### src/rtl/vedic_mult_if.sv
// Valid/ready streaming bundle for the Vedic multiplier: operand side and product side.
interface vedic_mult_if #(
   parameter int unsigned WIDTH = 8
) ();
   logic                 in_valid;
   logic                 in_ready;
   logic [WIDTH-1:0]     a;
   logic [WIDTH-1:0]     b;
   logic                 signed_mode;
   logic                 out_valid;
   logic                 out_ready;
   logic [2*WIDTH-1:0]   p;

   modport master (
      output in_valid, a, b, signed_mode, out_ready,
      input  in_ready, out_valid, p
   );

   modport slave (
      input  in_valid, a, b, signed_mode, out_ready,
      output in_ready, out_valid, p
   );
endinterface

### src/rtl/vedic_mult_pipe.sv
// Pipelined Urdhva-Tiryagbhyam multiplier: 2x2 Vedic cells merged level by level with
// carry-lookahead adders, sign-magnitude wrapper, valid/ready streaming with global stall.
module vedic_mult_pipe #(
   parameter int unsigned WIDTH       = 8,
   parameter int unsigned PIPE_STAGES = 3,
   parameter bit          SIGNED_EN   = 1'b1
) (
   input  logic        clk,
   input  logic        rst_n,
   vedic_mult_if.slave bus
);
   localparam int unsigned LV = $clog2(WIDTH);
   localparam int unsigned PW = 2 * WIDTH;

   if ((WIDTH < 4) || ((1 << LV) != WIDTH) || (PIPE_STAGES < 1) || (PIPE_STAGES > LV + 1)) begin : g_bad_param
      $error("vedic_mult_pipe: unsupported WIDTH/PIPE_STAGES combination");
   end

   // Level k holds every (a-chunk, b-chunk) product of 2^k-bit chunks; level 0 holds the magnitudes.
   function automatic int unsigned lvl_w(input int unsigned k);
      return (k == 0) ? PW : ((PW * WIDTH) >> k);
   endfunction

   function automatic logic [3:0] vedic2x2(input logic [1:0] x, input logic [1:0] y);
      logic c1;
      c1 = x[1] & y[0] & x[0] & y[1];
      return {x[1] & y[1] & c1, (x[1] & y[1]) ^ c1, (x[1] & y[0]) ^ (x[0] & y[1]), x[0] & y[0]};
   endfunction

   // Kogge-Stone prefix carries: g/p collapse over doubling spans, carry into bit i is g[i-1].
   function automatic logic [PW-1:0] cla_add(input logic [PW-1:0] x, input logic [PW-1:0] y);
      logic [PW-1:0] g;
      logic [PW-1:0] pr;
      g  = x & y;
      pr = x ^ y;
      for (int unsigned d = 1; d < PW; d = d * 2) begin
         g  = g | (pr & (g << d));
         pr = pr & (pr << d);
      end
      return (x ^ y) ^ (g << 1);
   endfunction

   logic w_stall;
   logic w_en;
   logic w_accept;

   assign w_stall      = bus.out_valid && !bus.out_ready;
   assign w_en         = !w_stall;
   assign bus.in_ready = w_en;
   assign w_accept     = bus.in_valid && w_en;

   for (genvar k = 0; k < LV + 1; k++) begin : g_lv
      localparam int unsigned DW = lvl_w(k);
      localparam int unsigned N  = 1 << k;
      localparam int unsigned M  = WIDTH >> k;

      logic [DW-1:0] w_d;
      logic          w_vi;
      logic          w_si;

      if (k == 0) begin : g_abs
         logic w_na;
         logic w_nb;
         assign w_na = SIGNED_EN && bus.signed_mode && bus.a[WIDTH-1];
         assign w_nb = SIGNED_EN && bus.signed_mode && bus.b[WIDTH-1];
         // -2^(W-1) negates to itself, which read unsigned is the correct magnitude.
         assign w_d  = {(w_nb ? WIDTH'(-bus.b) : bus.b), (w_na ? WIDTH'(-bus.a) : bus.a)};
         assign w_vi = w_accept;
         assign w_si = w_na ^ w_nb;
      end else if (k == 1) begin : g_cell
         assign w_vi = g_lv[k-1].g_bnd.w_vq;
         assign w_si = g_lv[k-1].g_bnd.w_sq;
         always_comb begin
            w_d = '0;
            for (int unsigned i = 0; i < M; i++) begin
               for (int unsigned j = 0; j < M; j++) begin
                  w_d[(i*M + j)*4 +: 4] = vedic2x2(g_lv[k-1].g_bnd.w_q[2*i +: 2],
                                                   g_lv[k-1].g_bnd.w_q[WIDTH + 2*j +: 2]);
               end
            end
         end
      end else begin : g_merge
         localparam int unsigned H  = N / 2;
         localparam int unsigned MP = 2 * M;
         localparam int unsigned PN = 2 * N;
         assign w_vi = g_lv[k-1].g_bnd.w_vq;
         assign w_si = g_lv[k-1].g_bnd.w_sq;
         // Vertical products (ll, hh) plus the crosswise pair (lh + hl) shifted by half a chunk.
         always_comb begin
            logic [PW-1:0] w_ll;
            logic [PW-1:0] w_lh;
            logic [PW-1:0] w_hl;
            logic [PW-1:0] w_hh;
            logic [PW-1:0] w_cross;
            logic [PW-1:0] w_sum;
            w_d = '0;
            for (int unsigned i = 0; i < M; i++) begin
               for (int unsigned j = 0; j < M; j++) begin
                  w_ll    = PW'(g_lv[k-1].g_bnd.w_q[((2*i)*MP + 2*j)*N +: N]);
                  w_lh    = PW'(g_lv[k-1].g_bnd.w_q[((2*i)*MP + 2*j + 1)*N +: N]);
                  w_hl    = PW'(g_lv[k-1].g_bnd.w_q[((2*i + 1)*MP + 2*j)*N +: N]);
                  w_hh    = PW'(g_lv[k-1].g_bnd.w_q[((2*i + 1)*MP + 2*j + 1)*N +: N]);
                  w_cross = cla_add(w_lh, w_hl);
                  w_sum   = cla_add(cla_add(w_ll, w_cross << H), w_hh << N);
                  w_d[(i*M + j)*PN +: PN] = PN'(w_sum);
               end
            end
            if ((k == LV) && w_si) begin
               w_d = DW'(-w_d);
            end
         end
      end

      // Inter-level boundary: registered for the first PIPE_STAGES-1 levels, wired through otherwise.
      if (k < LV) begin : g_bnd
         logic [DW-1:0] w_q;
         logic          w_vq;
         logic          w_sq;
         if (k + 1 < PIPE_STAGES) begin : g_reg
            logic [DW-1:0] r_d;
            logic          r_v;
            logic          r_s;
            always_ff @(posedge clk or negedge rst_n) begin
               if (!rst_n) begin
                  r_d <= '0;
                  r_v <= 1'b0;
                  r_s <= 1'b0;
               end else if (w_en) begin
                  r_v <= w_vi;
                  if (w_vi) begin
                     r_d <= w_d;
                     r_s <= w_si;
                  end
               end
            end
            assign w_q  = r_d;
            assign w_vq = r_v;
            assign w_sq = r_s;
         end else begin : g_thru
            assign w_q  = w_d;
            assign w_vq = w_vi;
            assign w_sq = w_si;
         end
      end
   end

   logic [PW-1:0] r_p;
   logic          r_out_valid;

   always_ff @(posedge clk or negedge rst_n) begin
      if (!rst_n) begin
         r_p         <= '0;
         r_out_valid <= 1'b0;
      end else if (w_en) begin
         r_out_valid <= g_lv[LV].w_vi;
         if (g_lv[LV].w_vi) begin
            r_p <= g_lv[LV].w_d;
         end
      end
   end

   assign bus.p         = r_p;
   assign bus.out_valid = r_out_valid;
endmodule

### src/flat_wrapper.sv
// flat-port wrapper written by rule: the top's interface ports become plain ports
module vedic_mult_pipe_flat 
#(
   parameter int unsigned WIDTH       = 8,
   parameter int unsigned PIPE_STAGES = 3,
   parameter bit          SIGNED_EN   = 1'b1
)
  (clk, rst_n, bus_in_valid, bus_a, bus_b, bus_signed_mode, bus_out_ready, bus_in_ready, bus_out_valid, bus_p);
  vedic_mult_if #(.WIDTH(WIDTH)) bus_i ();
  input  logic clk;
  input  logic rst_n;
  input wire logic [$bits(bus_i.in_valid)-1:0] bus_in_valid;
  input wire logic [$bits(bus_i.a)-1:0] bus_a;
  input wire logic [$bits(bus_i.b)-1:0] bus_b;
  input wire logic [$bits(bus_i.signed_mode)-1:0] bus_signed_mode;
  input wire logic [$bits(bus_i.out_ready)-1:0] bus_out_ready;
  output wire logic [$bits(bus_i.in_ready)-1:0] bus_in_ready;
  output wire logic [$bits(bus_i.out_valid)-1:0] bus_out_valid;
  output wire logic [$bits(bus_i.p)-1:0] bus_p;
  assign bus_i.in_valid = bus_in_valid;
  assign bus_i.a = bus_a;
  assign bus_i.b = bus_b;
  assign bus_i.signed_mode = bus_signed_mode;
  assign bus_i.out_ready = bus_out_ready;
  assign bus_in_ready = bus_i.in_ready;
  assign bus_out_valid = bus_i.out_valid;
  assign bus_p = bus_i.p;
  vedic_mult_pipe #(.WIDTH(WIDTH), .PIPE_STAGES(PIPE_STAGES), .SIGNED_EN(SIGNED_EN)) u_core (.clk(clk), .rst_n(rst_n), .bus(bus_i));
endmodule
### config.mk
export PLATFORM = sky130hd
export DESIGN_NAME = vedic_mult_pipe_flat
export DESIGN_NICKNAME = d
export VERILOG_FILES = /design/src/rtl/vedic_mult_if.sv /design/src/rtl/vedic_mult_pipe.sv /design/src/flat_wrapper.sv
export SDC_FILE = /design/constraint.sdc
export NUM_CORES = 1
export LEC_CHECK = 0
export CELL_PAD_IN_SITES_DETAIL_PLACEMENT = 1
export CELL_PAD_IN_SITES_GLOBAL_PLACEMENT = 1
export CORE_MARGIN = 2
export CORE_UTILIZATION = 46
export CTS_CLUSTER_DIAMETER = 50
export DETAILED_ROUTE_END_ITERATION = 10
export DONT_BUFFER_PORTS = 1
export PLACE_DENSITY_LB_ADDON = 0.1
export SLEW_MARGIN = 20
export SYNTH_ARGS = -nofsm -noshare
export SYNTH_HDL_FRONTEND = slang
export SYNTH_SLANG_ARGS = --single-unit
### constraint.sdc
create_clock -name clk -period 6.19 [get_ports clk]
set_input_delay 0.9285 -clock clk [delete_from_list [all_inputs] [get_ports clk]]
set_output_delay 0.9285 -clock clk [all_outputs]
set_load 0.005 [all_outputs]
Word level (Yosys, flattened, before mapping):

Cells that the tools add are included.

* add/sub/neg operators: 3
* reduce and logical (&&, ||, !) cells: 9
* muxes and demuxes: 3
* divide/modulo/power cells: 0
* $lt $le $gt $ge: 0
* shifts and indexed selects: 0
* $mul: 0
* bitwise gates (word level): 356
* equality and inequality tests: 0

Operator list (number)
* 7-bit AND: 52
* 15-bit AND: 15
* 7-bit bitwise OR: 32
* 15-bit bitwise OR: 8
* 1-bit AND: 112
* 8-bit XOR: 13
* 5-bit AND: 19
* 5-bit bitwise OR: 12
* 7-bit by 1-bit AND with 7-bit output (second input constant): 8
* 16-bit XOR: 3
* 11-bit AND: 3
* 1-bit XOR: 33
* 4-bit by 8-bit XOR with 8-bit output: 4
* 4-bit by 7-bit AND with 7-bit output: 4
* 4-bit by 5-bit AND with 5-bit output: 5
* 4-bit by 6-bit XOR with 6-bit output: 4
* 9-bit by 11-bit AND with 11-bit output: 2
* 11-bit bitwise OR: 2
* 5-bit by 1-bit AND with 5-bit output (second input constant): 4
* 4-bit by 5-bit bitwise OR with 5-bit output: 4
* 8-bit by 9-bit AND with 9-bit output: 2
* 4-bit AND: 4
* 16-bit two-way mux: 1
* 8-bit two-way mux: 2
* 13 further kinds: 23

* bits in writable memories: 0
* bits in latches: 0
* register bits: 101
* word-level logic and storage cells: 379
* memories kept: 0
* ROM bits: 0
* input port bits: 21
* output and inout port bits: 18

Depth between registers and ports, before layout:

* depth in word-level cells: 59
* mapped depth: 24
* gate-level depth less buffers: 24

Worst setup path after synthesis:

OpenSTA, ideal clock, no wires.

* path kind: register to register
* from: reg u_core.g_lv[1].g_bnd.g_reg.r_d[4]
* to: reg u_core.r_p[15], in the netlist u_core.bus.p[15]
* data arrival time: 5.648 ns
* setup time: 0.123 ns
* path buffers: 0
* cell stages (with the launch flop): 25
* data required time: 6.067 ns
* clock period less this slack: 5.771 ns
* setup slack: 0.419 ns
* cell sequence: dfrtp_1 ha_1 fa_1 inv_1 fa_1 xor2_1 ha_1 inv_1 fa_1 inv_1 ha_1 a21o_1 a21oi_4 and2b_2 o21a_1 xor2_1 inv_1 fa_1 nand2b_1 a21oi_1 xor2_1 or4_4 o31ai_4 xnor2_1 o21ai_1

* longest elaborated chain between the ends: 40
* elaborated cells between the ends (all ways): 72
* those cells by class: add/sub (1); mux (1); bitwise (70)

RTL lines
* from (decl): RTL line vedic_mult_pipe.sv:120 `logic [DW-1:0] r_d;`
* from (signal assigned): RTL line vedic_mult_pipe.sv:131 `r_d <= w_d;`
* 4-bit XOR: RTL line vedic_mult_pipe.sv:35, vedic_mult_pipe.sv:40
* 5-bit AND or 4-bit by 5-bit AND with 5-bit output (tied branches): RTL line vedic_mult_pipe.sv:37, vedic_mult_pipe.sv:38
* 4-bit by 5-bit bitwise OR with 5-bit output (tied with other cells): RTL line vedic_mult_pipe.sv:37 `g = g | (pr & (g << d));`
* 5-bit AND (tied with other cells): RTL line vedic_mult_pipe.sv:37
* 5-bit bitwise OR or 5-bit by 1-bit AND with 5-bit output (tied branches): RTL line vedic_mult_pipe.sv:37
* 5-bit bitwise OR: RTL line vedic_mult_pipe.sv:37
* 5-bit bitwise OR or 4-bit by 6-bit XOR with 6-bit output (tied branches): RTL line vedic_mult_pipe.sv:37, vedic_mult_pipe.sv:40
* 4-bit by 6-bit XOR with 6-bit output *: RTL line vedic_mult_pipe.sv:40 `return (x ^ y) ^ (g << 1);`
* (+24 left out)
* 15-bit bitwise OR (tied with other cells): RTL line vedic_mult_pipe.sv:37
* 15-bit AND (tied with other cells): RTL line vedic_mult_pipe.sv:37
* 15-bit bitwise OR (tied with other cells): RTL line vedic_mult_pipe.sv:37
* 15-bit bitwise OR or 15-bit AND (tied branches): RTL line vedic_mult_pipe.sv:37
* 15-bit bitwise OR: RTL line vedic_mult_pipe.sv:37
* 16-bit XOR *: RTL line vedic_mult_pipe.sv:40
* 16-bit negator: RTL line vedic_mult_pipe.sv:109 `w_d = DW'(-w_d);`
* 16-bit two-way mux *: RTL line vedic_mult_pipe.sv:108 `if ((k == LV) && w_si) begin`
* to (signal assigned): RTL line vedic_mult_pipe.sv:157 `r_p <= g_lv[LV].w_d;`
* to (decl): RTL line vedic_mult_pipe.sv:147 `logic [PW-1:0] r_p;`

Mark *: on every way between the ends. The rest lies on a longest branch, timed or not.
A chain may end at the register's enable or synchronous reset.

Worst setup path after layout:

Same ends and word-level chain as after synthesis.

==> metrics.md <==
| Metric | Value |
|---|---|
| Run status | `finished clean` |
| Reg2Reg Setup Slack | `approximately 300 ps` |
| GRT overflow | `0` |
| Worst slew margin | `43.31%` |
| Startpoint types | `flip-flop` |
| Worst Path Buf+Inv | `5` |
| Critical R2R Capture | `u_core.bus.p[15]` |
| Initial antenna violation count | `0` |
| Register area | `2527 sq um` |
| # fillers | `1,712` |
| Synth area leaders | `dfrtp_1, ha_1, nand2_1` |
| Syn_area_per_cell | `around 9.4 sq um` |
| Final WL | `16,470 um` |
| Met2 Resource Use GR | `39.07%` |
| Fin crit period | `~5900 ps` |
| Crit share post-route | `a little over nine tenths` |
| Highest-delay cell along the critical path | `fa_2` |
| Met3 usage | `2.387%` |
| Met1 GRT Util | `27.43%` |
| Gr busiest metal | `met2` |
| Core box area | `15,030 sq um` |
| Worst slew pin tran | `848.3 ps` |
| Layout cells sized above 1 | `10.04%` |
| Max cap viols | `0` |
| Die width | `127.5 um` |
| Slowest cell delay on critical path | `between 500 and 600 ps` |
| Required time of the critical path | `roughly 6400 ps` |
| Synthesized area | `7019 sq um` |
| Final TNS setup | `0 ps` |
| CP startpoint | `u_core.g_lv[1].g_bnd.g_reg.r_d[4]` |
| Multi-input gate area | `4277 sq um` |
| Crit path DAT | `approximately 6100 ps` |
| Remaining antenna violation count | `0` |
| CP cell instances | `ha_2, fa_1, inv_1, fa_2, xor2_1, ha_2, inv_1, fa_1, inv_1, ha_1, a21o_1, a21oi_4, and2b_2, o21a_1, xor2_2, inv_2, fa_2, inv_1, nor3_2, o21ai_1, or4_4, o31ai_4, xnor2_1, o21ai_1` |
| DP Wirelength | `12,040 um` |
| Number of global-route vias before repair | `about 5.6k` |
| Final setup fails | `0` |
| Mux cell area share after synthesis | `~5.7%` |
| Max Clock Skew | `5.855 ps` |
| Chip height | `127.5 um` |
| Root buffer cell | `clkbuf_16` |
| FF-to-FF path depth | `24` |
| Hold Crit Class | `primary input to asynchronous set/reset pin` |
| Post-Syn Nets | `859` |
| Sink Count | `between 100 and 150` |
| Drt pass-1 iters | `4` |
| CTS Buffer Depth | `2` |
| # diodes | `0` |
| Max Fclk | `169.8 MHz` |
| H-tree depth | `3` |
| Via Count | `5,008` |
| Placer Congestion | `0.8207` |
| I/O Pins | `39` |
| Top cell type by total area after synthesis | `dfrtp_1` |
| Netlist cell types | `43` |
| Rows | `45` |
| Largest family of logic cells by synthesized area | `adder cells` |
| CTS Buf Count | `9` |
| Initial core utilization | `46.69%` |
| Adder-cell share of the synthesized area | `roughly 17%` |
| Die area | `16,260 sq um` |
| Final hold violations | `0` |
| Largest net degree at the start of global routing | `around 100` |
| Simple logic cell fraction of the synthesized area | `roughly 14%` |
| Most frequent cell on the critical path | `inv_1` |
| Seq/Total Area, Yosys | `36.01%` |
| Post-Synth XOR/XNOR Area | `11.43%` |
| Number of synthesized flops with an enable pin | `0` |
| Vias per cell | `5.414` |
| Async SR Flop Fraction | `100.0%` |
| Routed WL per cell | `between 15 and 20 um` |
| GRT Util Overall | `21.94%` |
| Port Buffer Count | `0` |
| Post-synthesis compound-gate area fraction | `approximately an eighth` |
| Worst-path clk slew | `around 70 ps` |
| Slew Viols, Final | `0` |
| NumNets Final | `approximately 840` |
| Yosys top cell area share | `36.01%` |
| Post-route DRC violation count | `0` |
| 1st-iter DRT viols | `151` |
| Top_reg_cell synth | `dfrtp_1` |
| Cells after synthesis | `750` |
| CTS tree | `done` |
| CP Class | `flip-flop to flip-flop` |
| FF+latch count, synth | `around 100` |
| Area grow syn2layout | `7.077%` |
| Endpoint type of the worst setup path | `flip-flop` |
| Global-route wire length before repair | `28,100 um` |
| Crit-path leading delay family | `adder cells` |
| R2R Path Start | `u_core.g_lv[1].g_bnd.g_reg.r_d[4]` |
| Ys Warns | `0` |
| Fin util | `between 40% and 50%` |
| Crit-path max FO | `3` |
| Clock Latency Late Sink | `360 ps` |
==> sequential cells by signal, summed over array words and instances (netlist names) <==
register,count
u_core.g_lv.g_bnd.g_reg.r_d,80
u_core.bus.p,16
u_core.g_lv.g_bnd.g_reg.r_s,2
u_core.g_lv.g_bnd.g_reg.r_v,2
u_core.bus.out_valid,1
==> worst max path at each step <==
stage	slack, ps	to	cells past startpoint
after floorplan	420	u_core.bus.p[15]	24
after global placement	180	u_core.bus.p[15]	24
after detailed placement	50	u_core.bus.p[15]	24
after CTS	30	u_core.bus.p[15]	24
after global routing	-20	u_core.bus.p[15]	24
final	300	u_core.bus.p[15]	24
==> repair_timing <==
| action | CTS | global route |
|---|---|---|
| gates resized for setup | 0 | 11 |
| buffers inserted | 0 | 3 |
| hold buffers | 0 | 0 |
| setup endpoints to repair | 0 | 3 |
==> routing by layer <==
layer	vias up	share of wire (%)
met1	2459	46
met4	0	2.1
met5	-	0
li1	2470	-
met3	21	2.1
met2	58	50
==> logic make-up after synthesis <==
family                     after synthesis
and+or+nand+nor                        224
buffers and inverters                   71
DFF                                    101
AOI/OAI and AO/OA                      140
muxes                                   36
adders and majority gates               88
xor gates and xnor gates                90
==> cell type report <==
type	instances	share of cell area [%]
Clock buffer	10	3.180
Timing Repair Buffer	5	0.4994
Sequential cell	101	33.63
Clock inverter	6	0.8157
Tap cell	188	3.130
Inverter	37	1.848
Multi-Input combinational cell	578	56.90
==> Yosys cell counts (4+ instances only) <==
cell	number
ha_1	73
nand2b_1	4
inv_1	37
mux2_2	33
nand3_1	7
a31oi_1	4
dfrtp_1	101
fa_1	15
a21oi_1	31
a21o_1	16
and2_1	18
nor2_1	41
o21bai_1	4
clkbuf_1	31
nor3_1	6
o21ai_0	59
nand3b_1	5
nand2_1	133
xor2_1	32
o21ai_1	10
xnor2_1	57
==> worst register-to-register path, cell delays in order (launching register included) <==
cell and delay [ps]:
dfrtp_1 390, ha_2 200, fa_1 530, inv_1 80, fa_2 400, xor2_1 180
ha_2 200, inv_1 50, fa_1 490, inv_1 60, ha_1 290, a21o_1 210
a21oi_4 150, and2b_2 230, o21a_1 210, xor2_2 180, inv_2 60, fa_2 580
inv_1 80, nor3_2 170, o21ai_1 100, or4_4 510, o31ai_4 190, xnor2_1 140
o21ai_1 70
==> cells in the final DEF (no fill, tap or decap), types with 13 or more instances in the layout <==
master / synthesis / routed
nand2_1: 133 / 132
mux2_2: 33 / 33
a21oi_1: 31 / 30
ha_1: 73 / 71
a21o_1: 16 / 16
and2_1: 18 / 18
xnor2_1: 57 / 57
o21ai_0: 59 / 59
inv_1: 37 / 36
nor2_1: 41 / 41
fa_1: 15 / 13
xor2_1: 32 / 30
dfrtp_1: 101 / 101
==> per-stage QoR <==
step                cells  hold WS (ps)  cell area [sq um]  worst slack [ps]
floorplan             750         434.8               7019             418.6
CTS                   922         247.3               7445             34.00
finish                925         258.2               7516             299.6
global route          925         246.7               7516            -21.18
global placement      906         448.6               7144             175.8
detailed placement    906         465.8               7144             53.95
Power is not shown: default switching activity piles up to over one toggle a cycle in this logic, so the estimate is an artifact.
